<file path="config.mk">
export PLATFORM = sky130hd
export DESIGN_NAME = entropy_control_fsm
export DESIGN_NICKNAME = d
export VERILOG_FILES = /design/src/rtl/entropy_control_fsm.sv
export SDC_FILE = /design/constraint.sdc
export NUM_CORES = 1
export LEC_CHECK = 0
export CAP_MARGIN = 10
export CORE_MARGIN = 2
export CORE_UTILIZATION = 50
export DETAILED_ROUTE_END_ITERATION = 10
export PLACE_DENSITY = 0.73
export SYNTH_ARGS = -nofsm -noshare
export SYNTH_HDL_FRONTEND = slang
export SYNTH_SLANG_ARGS = --single-unit
</file>
<file path="constraint.sdc">
create_clock -name clk -period 5.8 [get_ports clk]
set_input_delay 0.87 -clock clk [delete_from_list [all_inputs] [get_ports clk]]
set_output_delay 0.87 -clock clk [all_outputs]
set_load 0.005 [all_outputs]
</file>
<file path="src/rtl/entropy_control_fsm.sv">
// Entropy-driven stall/flush controller: EMA filter on the entropy bus feeding a Moore FSM
// with hysteresis, stall hold, flush pulse and cooldown. Optional macro: ENTROPY_PEAK_BYPASS_EN.
module entropy_control_fsm #(
   parameter int unsigned ENTROPY_W     = 16,
   parameter int unsigned STALL_TH      = 10000,
   parameter int unsigned FLUSH_TH      = 50000,
   parameter int unsigned HYST          = 1000,
   parameter int unsigned AVG_SHIFT     = 2,
   parameter int unsigned STALL_MIN_CYC = 4,
   parameter int unsigned FLUSH_CYC     = 2,
   parameter int unsigned COOLDOWN_CYC  = 8
) (
   input  logic                 clk,
   input  logic                 rst_n,
   input  logic                 ctrl_en,
   input  logic                 entropy_valid,
   input  logic [ENTROPY_W-1:0] entropy_in,
   output logic                 entropy_stall,
   output logic                 entropy_flush,
   output logic [ENTROPY_W-1:0] entropy_filt,
   output logic [1:0]           fsm_state,
   output logic [15:0]          flush_cnt
);

   localparam int unsigned DIFF_W  = ENTROPY_W + 1;
   localparam int unsigned CNT_W   = 16;
   localparam int unsigned EXIT_TH = (STALL_TH > HYST) ? (STALL_TH - HYST) : 0;

   typedef enum logic [1:0] {
      S_IDLE  = 2'd0,
      S_STALL = 2'd1,
      S_FLUSH = 2'd2,
      S_COOL  = 2'd3
   } state_t;

   state_t                    r_state;
   state_t                    w_next;
   logic [CNT_W-1:0]          r_cnt;
   logic [15:0]               r_flush_cnt;
   logic [ENTROPY_W-1:0]      r_filt;
   logic                      r_stall;
   logic                      r_flush;

   logic signed [DIFF_W-1:0]  w_diff;
   logic signed [DIFF_W-1:0]  w_step;
   logic signed [DIFF_W-1:0]  w_sum;
   logic [ENTROPY_W-1:0]      w_filt_nxt;
   logic                      w_above_flush;
   logic                      w_above_stall;
   logic                      w_below_exit;
   logic                      w_peak;
   logic                      w_stall_done;
   logic                      w_flush_done;
   logic                      w_cool_done;

   // EMA step; the sum always lands in [0, 2^W-1] so the top bit can be dropped
   always_comb begin
      w_diff     = $signed({1'b0, entropy_in}) - $signed({1'b0, r_filt});
      w_step     = w_diff >>> AVG_SHIFT;
      w_sum      = $signed({1'b0, r_filt}) + w_step;
      w_filt_nxt = w_sum[ENTROPY_W-1:0];
   end

   assign w_above_flush = 32'(r_filt) > FLUSH_TH;
   assign w_above_stall = 32'(r_filt) > STALL_TH;
   assign w_below_exit  = 32'(r_filt) < EXIT_TH;
   assign w_stall_done  = (32'(r_cnt) + 32'd1) >= STALL_MIN_CYC;
   assign w_flush_done  = (32'(r_cnt) + 32'd1) >= FLUSH_CYC;
   assign w_cool_done   = (32'(r_cnt) + 32'd1) >= COOLDOWN_CYC;

`ifdef ENTROPY_PEAK_BYPASS_EN
   assign w_peak = entropy_valid && (32'(entropy_in) > FLUSH_TH);
`else
   assign w_peak = 1'b0;
`endif

   // Next-state logic; disable overrides every transition
   always_comb begin
      w_next = r_state;
      if (!ctrl_en) begin
         w_next = S_IDLE;
      end else begin
         case (r_state)
            S_IDLE: begin
               if (w_peak || w_above_flush)   w_next = S_FLUSH;
               else if (w_above_stall)        w_next = S_STALL;
            end
            S_STALL: begin
               if (w_peak || w_above_flush)   w_next = S_FLUSH;
               else if (w_stall_done && w_below_exit) w_next = S_IDLE;
            end
            S_FLUSH: begin
               if (w_flush_done) w_next = (COOLDOWN_CYC == 0) ? S_IDLE : S_COOL;
            end
            S_COOL: begin
               if (w_cool_done) w_next = S_IDLE;
            end
            default: w_next = S_IDLE;
         endcase
      end
   end

   // State, counters and outputs registered from the next state
   always_ff @(posedge clk or negedge rst_n) begin
      if (!rst_n) begin
         r_state     <= S_IDLE;
         r_cnt       <= '0;
         r_flush_cnt <= '0;
         r_filt      <= '0;
         r_stall     <= 1'b0;
         r_flush     <= 1'b0;
      end else begin
         r_state <= w_next;
         r_stall <= (w_next == S_STALL) || (w_next == S_FLUSH);
         r_flush <= (w_next == S_FLUSH);
         if (!ctrl_en || (w_next != r_state)) r_cnt <= '0;
         else if (r_cnt != {CNT_W{1'b1}})     r_cnt <= r_cnt + CNT_W'(1);
         if ((w_next == S_FLUSH) && (r_state != S_FLUSH) && (r_flush_cnt != 16'hFFFF))
            r_flush_cnt <= r_flush_cnt + 16'd1;
         if (entropy_valid) r_filt <= w_filt_nxt;
      end
   end

   assign entropy_stall = r_stall;
   assign entropy_flush = r_flush;
   assign entropy_filt  = r_filt;
   assign fsm_state     = r_state;
   assign flush_cnt     = r_flush_cnt;

endmodule

</file>
==> flow_metrics.py, run 1 <==
metrics = {
    "outcome": {
        "outcome": "finished, final reports clean",
    },
    "detailed_routing": {
        "ant_nets": 0,
        "drt-pass1-iter-count": 4,
        "totalWireLength_um": 8720,
        "wire_per_inst_um": 14.6,
        "detail_route.vias_per_cell": 5.52,
        "drt_iter0_drc": 153,
        "vias": 3295,
        "drc": 0,
    },
    "final_layout": {
        "diodes": 0,
        "seq_area_mm2": 0.00130,
        "drive_gt1_frac": 0.0687,
        "n_fill_cell": 669,
        "nNetsFinal": 549,
        "final_area_mm2": 0.00467,
        "fin_util": 0.611,
        "syn_to_final_growth_pct": 18.9,
        "multi_input_area_mm2": 0.00247,
    },
    "sta": {
        "fin_tns_setup_ns": 0,
        "setup_viol": 0,
        "tightest_slew_ns": 1.05,
        "timing_max_transition_violations_final": 0,
        "rsz0062_at_grt": "no",
        "max_clock_freq_ghz": 0.213,
        "hold_viol": 0,
        "skew_ns": 0.0104,
        "relSlewSlack": 0.296,
        "whs_ns": 0.503,
        "period_needed_ns": 4.70,
        "finalCritPeriodShare": 0.811,
    },
    "synthesis": {
        "synth_top_area_share": 0.331,
        "synth_compound_area_frac": 0.153,
        "yosysWarnings": 0,
        "synthXorXnorAreaFrac": 0.118,
        "ys_ff_latch": 52,
        "synthTopCellsByArea": "dfrtp_1 33%, ha_1 11%, xnor2_1 9.4%, nor2_1 4.0%, nand2_1 2.9%",
        "yosys.area.top_type": "dfrtp_1",
        "syn_area_mm2": 0.00393,
        "syn_area_per_cell_um2": 8.94,
        "ys_dominant_reg_cell": "dfrtp_1",
        "syn_inst": 439,
        "ys_types": 55,
        "synth_top_family_by_area": "simple AND/OR/NAND/NOR gates",
        "yosys.area_share.simple": 0.224,
        "async_flop_share": 1.00,
        "yosysSeqAreaShare": 0.331,
        "synth_edf_count": 0,
        "synthMuxAreaShare": 0.0210,
        "synthAdderAreaFrac": 0.113,
        "syn-num-nets": 494,
        "synth_most_common_cell": "dfrtp_1",
        "yosys-top-cells-count": "52 x dfrtp_1, 42 x nor2_1, 42 x xnor2_1",
    },
    "global_routing": {
        "grt_overflow_total": 0,
        "grt_pass1_wl_um": 15200,
        "grt_pass1_vias": 3377,
        "grt_usage": 0.216,
        "grt_max_degree": 53,
        "grt_antenna_before_repair": 0,
    },
    "die": {
        "die_area_mm2": 0.00858,
        "design.core.area_mm2": 0.00765,
        "num_rows": 32,
        "start_util": 0.513,
        "die_w_um": 92.6,
        "top_level_ports": 56,
        "die_y_um": 92.6,
    },
    "min_path": {
        "hold_path.class": "flip-flop to flip-flop",
    },
    "critical_path": {
        "worstPathMaxFanout": 4,
        "start_kind": "primary input",
        "required_ns": 6.01,
        "endpoint_kind": "flip-flop",
        "crit_family": "compound AO/OA/AOI/OAI gates",
        "worstSetupPathType": "primary input to flip-flop",
        "path_buf_inv": 1,
        "crit_arrival_ns": 4.91,
        "critPathMaxStageDelay_ns": 0.68,
        "crit_path_cell_trace": "clkdlybuf4s50_1, ha_1, a21o_1, a31oi_1, o21ai_0, nor2_1, nor2b_1, nor2_1, xnor2_1, ha_1, a211o_1, o311ai_0, a211oi_1, o31ai_1, nand2b_1, mux2i_1, xnor2_1",
        "critPathSlowestCell": "o311ai_0",
    },
    "clock_tree": {
        "cts_tree": "yes",
        "cts_num_sinks": 52,
        "cts_max_path_buffers": 2,
        "numCtsBuffers": 5,
        "clkLatencyLatePin_ns": 0.31,
        "path_clk_slew_ns": 0.10,
        "cts_resized": 0,
        "post_cts_buffers": 0,
        "ctsHoldBuffers": 0,
        "htree_num_levels": 2,
        "ctsRootBufferMaster": "clkbuf_8",
    },
    "placement": {
        "dpl-instance-area_mm2": 0.00457,
        "port-buffer-count": 55,
        "dp_hpwl_um": 6520,
        "gp_congestion": 0.928,
    },
    "power_and_ir_drop": {
        "peakVddDrop_mv": 0.437,
        "powerDensity_mw_per_mm2": 632,
        "p_leak_nw": 2.06,
    },
    "job": {
        "cap_violations": 0,
    },
}
-- final cells by class --
cell class	count	area share
multi-input cells	350	0.530
clock inverters	3	0.00589
repair buffers	58	0.122
inverters	27	0.0217
flip-flops and latches	52	0.279
well taps	102	0.0273
clock buffers	5	0.0147
-- sequential cells by signal, summed over array words and instances (netlist names) --
register and flops:
entropy_filt 16, fsm_state 2, r_cnt 16, entropy_flush 1, flush_cnt 16, entropy_stall 1
-- power breakdown --
group	switching, mW	total (mW)	internal (mW)
combinational	1.13	2.14	1.01
clock	0.131	0.220	0.0888
sequential	0.122	0.586	0.464
total	1.39	2.95	1.56
-- final timing paths --
| path | from | end | slack (ns) | cells past startpoint |
|---|---|---|---|---|
| setup / recovery | entropy_in[2] | entropy_filt[15] | 1.10 | 17 |
| setup reg to reg | entropy_filt[2] | entropy_filt[15] | 1.57 | 17 |
| hold reg to reg | flush_cnt[10] | flush_cnt[10] | 0.50 | 1 |
| hold / removal | flush_cnt[10] | flush_cnt[10] | 0.50 | 1 |
| min in group asynchronous | rst_n | flush_cnt[12] | 0.67 | 2 |
| max in group asynchronous | rst_n | r_cnt[15] | 4.67 | 2 |
-- per-stage QoR --
stage | cells | worst slack (ns) | total power, mW
finish | 597 | 1.10 | 2.95
global route | 597 | 0.831 | 3.24
CTS | 597 | 1.18 | 2.95
detailed placement | 589 | 0.840 | 2.70
global placement | 589 | 1.01 | 2.65
floorplan | 439 | 1.73 | 2.17
-- cell families after synthesis --
group / after synthesis
compound gates: 88
buf+inv: 37
flops: 52
xor+xnor: 53
mux: 8
fa+ha+maj: 35
simple gates: 166
-- worst register-to-register path, delay by kind of cell, from the launching register on --
kind	cells	cell delay [ns]
XOR/XNOR	2	0.24
AO/OA/AOI/OAI	7	2.22
multiplexers	1	0.11
adder cells (fa/ha/maj)	2	0.55
buffers and inverters	1	0.06
flip-flops	1	0.44
AND/OR/NAND/NOR	4	0.52
-- placed cells by master, fill, tap and decap left out, types with 4 or more instances in the layout --
cell             instances
xnor2_1                 42
inv_1                   27
a211o_1                  4
and4_1                   4
clkdlybuf4s50_1         54
ha_1                    34
nor3_1                  20
dfrtp_1                 52
mux2i_1                  6
nand3_1                 20
nor2_1                  42
nand4_1                  6
nand2b_1                 7
nand2_1                 30
a211oi_1                 6
or3_1                    4
and3_1                   8
nor3_2                  11
clkbuf_8                 5
xor2_1                  11
nor2b_1                  7
o21a_1                   4
a21oi_1                 18
o21ai_0                 21
a21o_1                   6
-- metal layers --
layer / global-route usage / wire [um] / vias to the layer above
li1: - / - / 1669
met1: 0.278 / 4120 / 1546
met2: 0.370 / 4180 / 64
met3: 0.0325 / 240 / 16
met4: 0.0735 / 187 / 0
met5: 0 / 0 / -
(Power assumes the default switching activity.)
==> run 2, diff against run 1 <==
--- a/config.mk
+++ b/config.mk
@@ -9,7 +9,7 @@
 export CORE_MARGIN = 2
 export CORE_UTILIZATION = 50
 export DETAILED_ROUTE_END_ITERATION = 10
-export PLACE_DENSITY = 0.73
+export PLACE_DENSITY = 0.76
 export SYNTH_ARGS = -nofsm -noshare
 export SYNTH_HDL_FRONTEND = slang
 export SYNTH_SLANG_ARGS = --single-unit
==> constraint.sdc (replaced) <==
create_clock -name clk -period 3.8 [get_ports clk]
set_input_delay 0.57 -clock clk [delete_from_list [all_inputs] [get_ports clk]]
set_output_delay 0.57 -clock clk [all_outputs]
set_load 0.005 [all_outputs]
==> run 2 against run 1 <==
  * Cell area rose by 12%
  * Clock-buffer cell count did not move
  * Register-to-register slack got worse by 1.5 ns
  * Critical path type unchanged
  * Setup slack worse by 1.1 ns
  * Flip-flop and latch count did not move
  * Core utilization grew 7.2 points
  * Wire length rose by 9.5%
  * Non-clock buffer count grew 60
  * Combinational power increased by 97%
  * Clock skew is 0.0033 ns higher
  * Die area is the same
==> flow_metrics.py, run 2 (synthesis gave the netlist of run 1 again) <==
metrics = {
    "outcome": {
        "outcome": "finished, final reports clean",
    },
    "sta": {
        "setup_ws_ns": 0.0207,
        "setup_viol": 0,
        "finalCritPeriodShare": 0.995,
        "relSlewSlack": 0.287,
        "tightest_slew_ns": 1.07,
        "max_clock_freq_ghz": 0.265,
        "hold_viol": 0,
        "period_needed_ns": 3.78,
        "timing_max_transition_violations_final": 0,
        "skew_ns": 0.0137,
        "rsz0062_at_grt": "yes",
    },
    "global_routing": {
        "grt_max_degree": 30,
        "grt_pass1_vias": 3532,
        "grt_usage": 0.223,
        "grt_overflow_total": 0,
        "grt_antenna_before_repair": 0,
        "grt_pass1_wl_um": 15800,
    },
    "critical_path": {
        "endpoint_kind": "flip-flop",
        "crit_path_start": "entropy_in[0]",
        "required_ns": 4.01,
        "crit_arrival_ns": 3.99,
        "r2r_end": "entropy_filt[14]",
        "r2r_cells": 18,
        "r2r_start": "entropy_filt[2]",
        "worstSetupPathType": "primary input to flip-flop",
        "reg2reg_slack_ns": 0.07,
        "start_kind": "primary input",
        "worstPathMaxFanout": 4,
    },
    "die": {
        "num_rows": 32,
        "top_level_ports": 56,
        "die_w_um": 92.6,
        "die_area_mm2": 0.00858,
        "start_util": 0.513,
        "die_y_um": 92.6,
        "design.core.area_mm2": 0.00765,
    },
    "placement": {
        "place_inst": 644,
        "dp_hpwl_um": 7050,
        "dpl_worst_slack_ns": -0.620,
        "gp_congestion": 0.909,
        "port-buffer-count": 55,
    },
    "clock_tree": {
        "numCtsBuffers": 5,
        "cts_num_sinks": 52,
        "path_clk_slew_ns": 0.11,
        "cts_max_path_buffers": 2,
        "cts_tree": "yes",
        "ctsRootBufferMaster": "clkbuf_8",
        "htree_num_levels": 2,
        "clkLatencyLatePin_ns": 0.31,
    },
    "final_layout": {
        "drive_gt1_frac": 0.205,
        "nNetsFinal": 609,
        "seq_area_mm2": 0.00130,
        "diodes": 0,
        "fin_util": 0.683,
        "layout_common_cells": "63 x buf_4, 51 x dfrtp_1, 51 x clkdlybuf4s50_1",
        "final_common_cell": "buf_4",
        "n_fill_cell": 620,
        "syn_to_final_growth_pct": 33.0,
        "multi_input_area_mm2": 0.00258,
        "instances_no_fill": 657,
    },
    "power_and_ir_drop": {
        "powerDensity_mw_per_mm2": 1040,
        "p_leak_nw": 2.38,
        "peakVddDrop_mv": 0.582,
    },
    "detailed_routing": {
        "drt-pass1-iter-count": 4,
        "detail_route.vias_per_cell": 5.50,
        "drt_iter0_drc": 102,
        "wire_per_inst_um": 14.5,
        "vias": 3613,
        "ant_nets": 0,
        "drc": 0,
        "totalWireLength_um": 9560,
    },
    "min_path": {
        "hold_path.class": "primary input to asynchronous set/reset pin",
    },
    "job": {
        "cap_violations": 0,
    },
}
run 2: critical path, cell delays in order:
cell	delay, ns
clkdlybuf4s50_1	0.47
nand2b_4	0.13
a31oi_2	0.09
buf_4	0.16
o211ai_1	0.28
a31oi_2	0.17
nor2b_1	0.20
o21a_1	0.17
nor2_2	0.04
xnor2_1	0.12
ha_1	0.30
and2_1	0.15
o21ai_1	0.13
o31a_1	0.26
a2111oi_4	0.10
or3_1	0.39
a31o_2	0.24
run 2: what timing repair did:
action,CTS,global route
endpoints found under the setup margin,3,13
buffers inserted,0,5
hold buffers,0,0
pin swaps,6,21
gates resized for setup,8,25
run 2: per-stage QoR:
stage	total power [mW]	hold WS, ns	TNS [ns]	cell area, um2
floorplan	3.31	0.274	0	3930
global placement	4.69	0.475	-2.01	4990
detailed placement	4.80	0.485	-2.64	4990
CTS	5.25	0.243	0	5110
global route	5.94	0.244	-0.138	5220
finish	5.43	0.224	0	5220
run 2: worst max-delay path by stage:
stage                             to  cells past startpoint
floorplan           entropy_filt[14]                     16
global placement    entropy_filt[14]                     18
detailed placement  entropy_filt[14]                     18
CTS                 entropy_filt[14]                     18
global route        entropy_filt[14]                     17
finish              entropy_filt[14]                     17
run 2: power breakdown:
group	total, mW	internal [mW]	switching (mW)
sequential	0.877	0.709	0.168
clock	0.341	0.135	0.206
combinational	4.21	2.20	2.01
run 2: routing by layer:
| metal | global-route usage | wire (um) |
|---|---|---|
| met2 | 0.392 | 4820 |
| met5 | 0 | 0 |
| met4 | 0.0539 | 78 |
| met1 | 0.290 | 4380 |
| met3 | 0.0342 | 277 |
run 2: layout make-up:
type / count / share of cell area
clock inverter: 3 / 0.00479
clock buffer: 5 / 0.0132
inverter: 27 / 0.0194
tap: 102 / 0.0244
sequential: 52 / 0.250
timing repair buffer: 118 / 0.195
multi-input combinational: 350 / 0.494
==> run 3, diff against run 2 <==
--- a/config.mk
+++ b/config.mk
@@ -5,11 +5,12 @@
 export SDC_FILE = /design/constraint.sdc
 export NUM_CORES = 1
 export LEC_CHECK = 0
-export CAP_MARGIN = 10
+export CORE_ASPECT_RATIO = 1.75
 export CORE_MARGIN = 2
 export CORE_UTILIZATION = 50
 export DETAILED_ROUTE_END_ITERATION = 10
 export PLACE_DENSITY = 0.76
+export RECOVER_POWER = 25
 export SYNTH_ARGS = -nofsm -noshare
 export SYNTH_HDL_FRONTEND = slang
 export SYNTH_SLANG_ARGS = --single-unit
==> run 3 against run 2 <==
  * Total power grew 8.7%
  * The flow now finishes with violations (capacitance limit, slew limit)
  * Final cell count is the same
  * Sequential power is essentially flat
  * Fmax grew 2.7%
  * Clock skew shrank 0.0093 ns
==> flow_metrics.py, run 3 (synthesis gave the netlist of run 1 again) <==
metrics = {
    "outcome": {
        "outcome": "complete, but fails checks",
        "violations": "capacitance limit, slew limit",
    },
    "placement": {
        "port-buffer-count": 55,
        "gp_congestion": 0.875,
        "dpl-instance-area_mm2": 0.00500,
        "dp_hpwl_um": 7740,
        "place_inst": 634,
    },
    "final_layout": {
        "final_area_mm2": 0.00543,
        "final_common_cell": "buf_4",
        "drive_gt1_frac": 0.237,
        "layout_common_cells": "77 x buf_4, 51 x dfrtp_1, 50 x clkdlybuf4s50_1",
        "n_fill_cell": 587,
        "nNetsFinal": 623,
        "diodes": 0,
        "syn_to_final_growth_pct": 38.2,
        "instances_no_fill": 657,
        "fin_util": 0.717,
    },
    "critical_path": {
        "reg2reg_slack_ns": 0.13,
        "r2r_start": "r_cnt[0]",
        "r2r_cells": 16,
        "worstSetupPathType": "primary input to flip-flop",
        "worstPathMaxFanout": 3,
        "crit_path_start": "entropy_in[10]",
        "start_kind": "primary input",
        "endpoint_kind": "flip-flop",
        "r2r_end": "flush_cnt[15]",
        "required_ns": 4.02,
        "crit_arrival_ns": 3.90,
    },
    "detailed_routing": {
        "drc": 0,
        "ant_nets": 0,
        "drt_iter0_drc": 190,
        "wire_per_inst_um": 15.9,
        "totalWireLength_um": 10500,
        "drt-pass1-iter-count": 4,
        "detail_route.vias_per_cell": 5.65,
        "vias": 3715,
    },
    "clock_tree": {
        "ctsRootBufferMaster": "clkbuf_16",
        "numCtsBuffers": 5,
        "cts_tree": "yes",
        "htree_num_levels": 2,
        "clkLatencyLatePin_ns": 0.30,
        "cts_num_sinks": 52,
        "ctsHoldBuffers": 0,
        "path_clk_slew_ns": 0.07,
        "cts_max_path_buffers": 2,
    },
    "min_path": {
        "min-delay-start": "flush_cnt[10]",
        "min_path_cells": 1,
        "hold_path.class": "flip-flop to flip-flop",
        "hold_end": "flush_cnt[10]",
    },
    "die": {
        "design.core.area_mm2": 0.00757,
        "die_area_mm2": 0.00861,
        "start_util": 0.519,
        "die_y_um": 121,
        "die_w_um": 71.0,
        "top_level_ports": 56,
        "num_rows": 42,
    },
    "sta": {
        "skew_ns": 0.00441,
        "hold_viol": 0,
        "relSlewSlack": -0.324,
        "setup_viol": 0,
        "timing_max_transition_violations_final": 38,
        "max_clock_freq_ghz": 0.272,
        "finalCritPeriodShare": 0.968,
        "period_needed_ns": 3.68,
        "tightest_slew_ns": 1.99,
    },
    "global_routing": {
        "grt_antenna_before_repair": 0,
        "grt_usage": 0.240,
        "grt_pass1_vias": 3791,
        "grt_pass1_wl_um": 16600,
        "grt_max_degree": 38,
        "grt_overflow_total": 0,
    },
    "job": {
        "cap_violations": 1,
    },
    "power_and_ir_drop": {
        "peakVddDrop_mv": 1.07,
        "p_leak_nw": 2.48,
        "powerDensity_mw_per_mm2": 1090,
        "p_total_mw": 5.90,
    },
}
-- run 3: changes by cell type in the layout (fill, tap and decap cells not counted), sizes merged --
| cell | before | now |
|---|---|---|
| inv | 29 | 28 |
| buf | 64 | 77 |
| dlygate4sd2 | 0 | 1 |
| dlymetal6s2s | 2 | 3 |
| clkinv | 0 | 1 |
| clkdlybuf4s50 | 51 | 50 |
-- run 3: repair_timing --
action                                  in CTS  in global routing
endpoints found under the setup margin       3                 14
gates resized for setup                      9                 35
pin swaps                                   16                 22
buffers inserted                             6                  9
-- run 3: cell type report --
type	instances	area, um2	area share
Clock buffer	5	125	0.0231
Clock inverter	3	21.3	0.00392
Inverter	27	101	0.0187
Multi-Input combinational cell	350	2640	0.486
Sequential cell	52	1300	0.240
Tap cell	88	110	0.0203
Timing Repair Buffer	132	1130	0.208
-- run 3: critical path, stage by stage --
cell and delay [ns]:
clkdlybuf4s50_1 0.40, ha_1 0.31, a21o_1 0.19, a21oi_1 0.19
nor2b_1 0.08, a311oi_2 0.30, buf_4 0.16, a21oi_1 0.08
a2111oi_2 0.42, buf_4 0.20, ha_1 0.20, nor2_1 0.07
nor2_1 0.17, o31ai_2 0.11, nand2b_1 0.15, mux2i_1 0.17
xnor2_1 0.14
-- run 3: power by group --
part / switching (mW) / internal (mW) / leakage (nW)
Clock: 0.217 / 0.246 / 0.0702
Combinational: 2.14 / 2.42 / 1.73
Sequential: 0.171 / 0.709 / 0.679
Total: 2.53 / 3.37 / 2.48
-- run 3: how the worst max path moves through the flow --
stage	to	slack (ns)	depth (start not counted)
2_1_floorplan	entropy_filt[14]	0.03	16
3_3_place_gp	entropy_filt[14]	-0.48	17
3_5_place_dp	entropy_filt[14]	-0.61	16
4_1_cts	flush_cnt[10]	0.005	15
5_1_grt	entropy_filt[15]	-0.06	17
6_report	entropy_filt[15]	0.12	17
-- run 3: per-layer routing --
metal	share of wire	global-route usage	wire (um)
met5	0	0	0
met4	0.040	0.106	416
met3	0.019	0.0291	195
met2	0.58	0.473	6010
met1	0.37	0.243	3830
-- run 3: through the flow --
step	setup TNS (ns)	hold WS, ns	setup WS (ns)
3_3_place_gp	-1.99	0.474	-0.477
3_5_place_dp	-2.36	0.492	-0.606
6_report	0	0.489	0.121
5_1_grt	-0.122	0.515	-0.0602
2_1_floorplan	0	0.274	0.0328
4_1_cts	0	0.398	0.00497
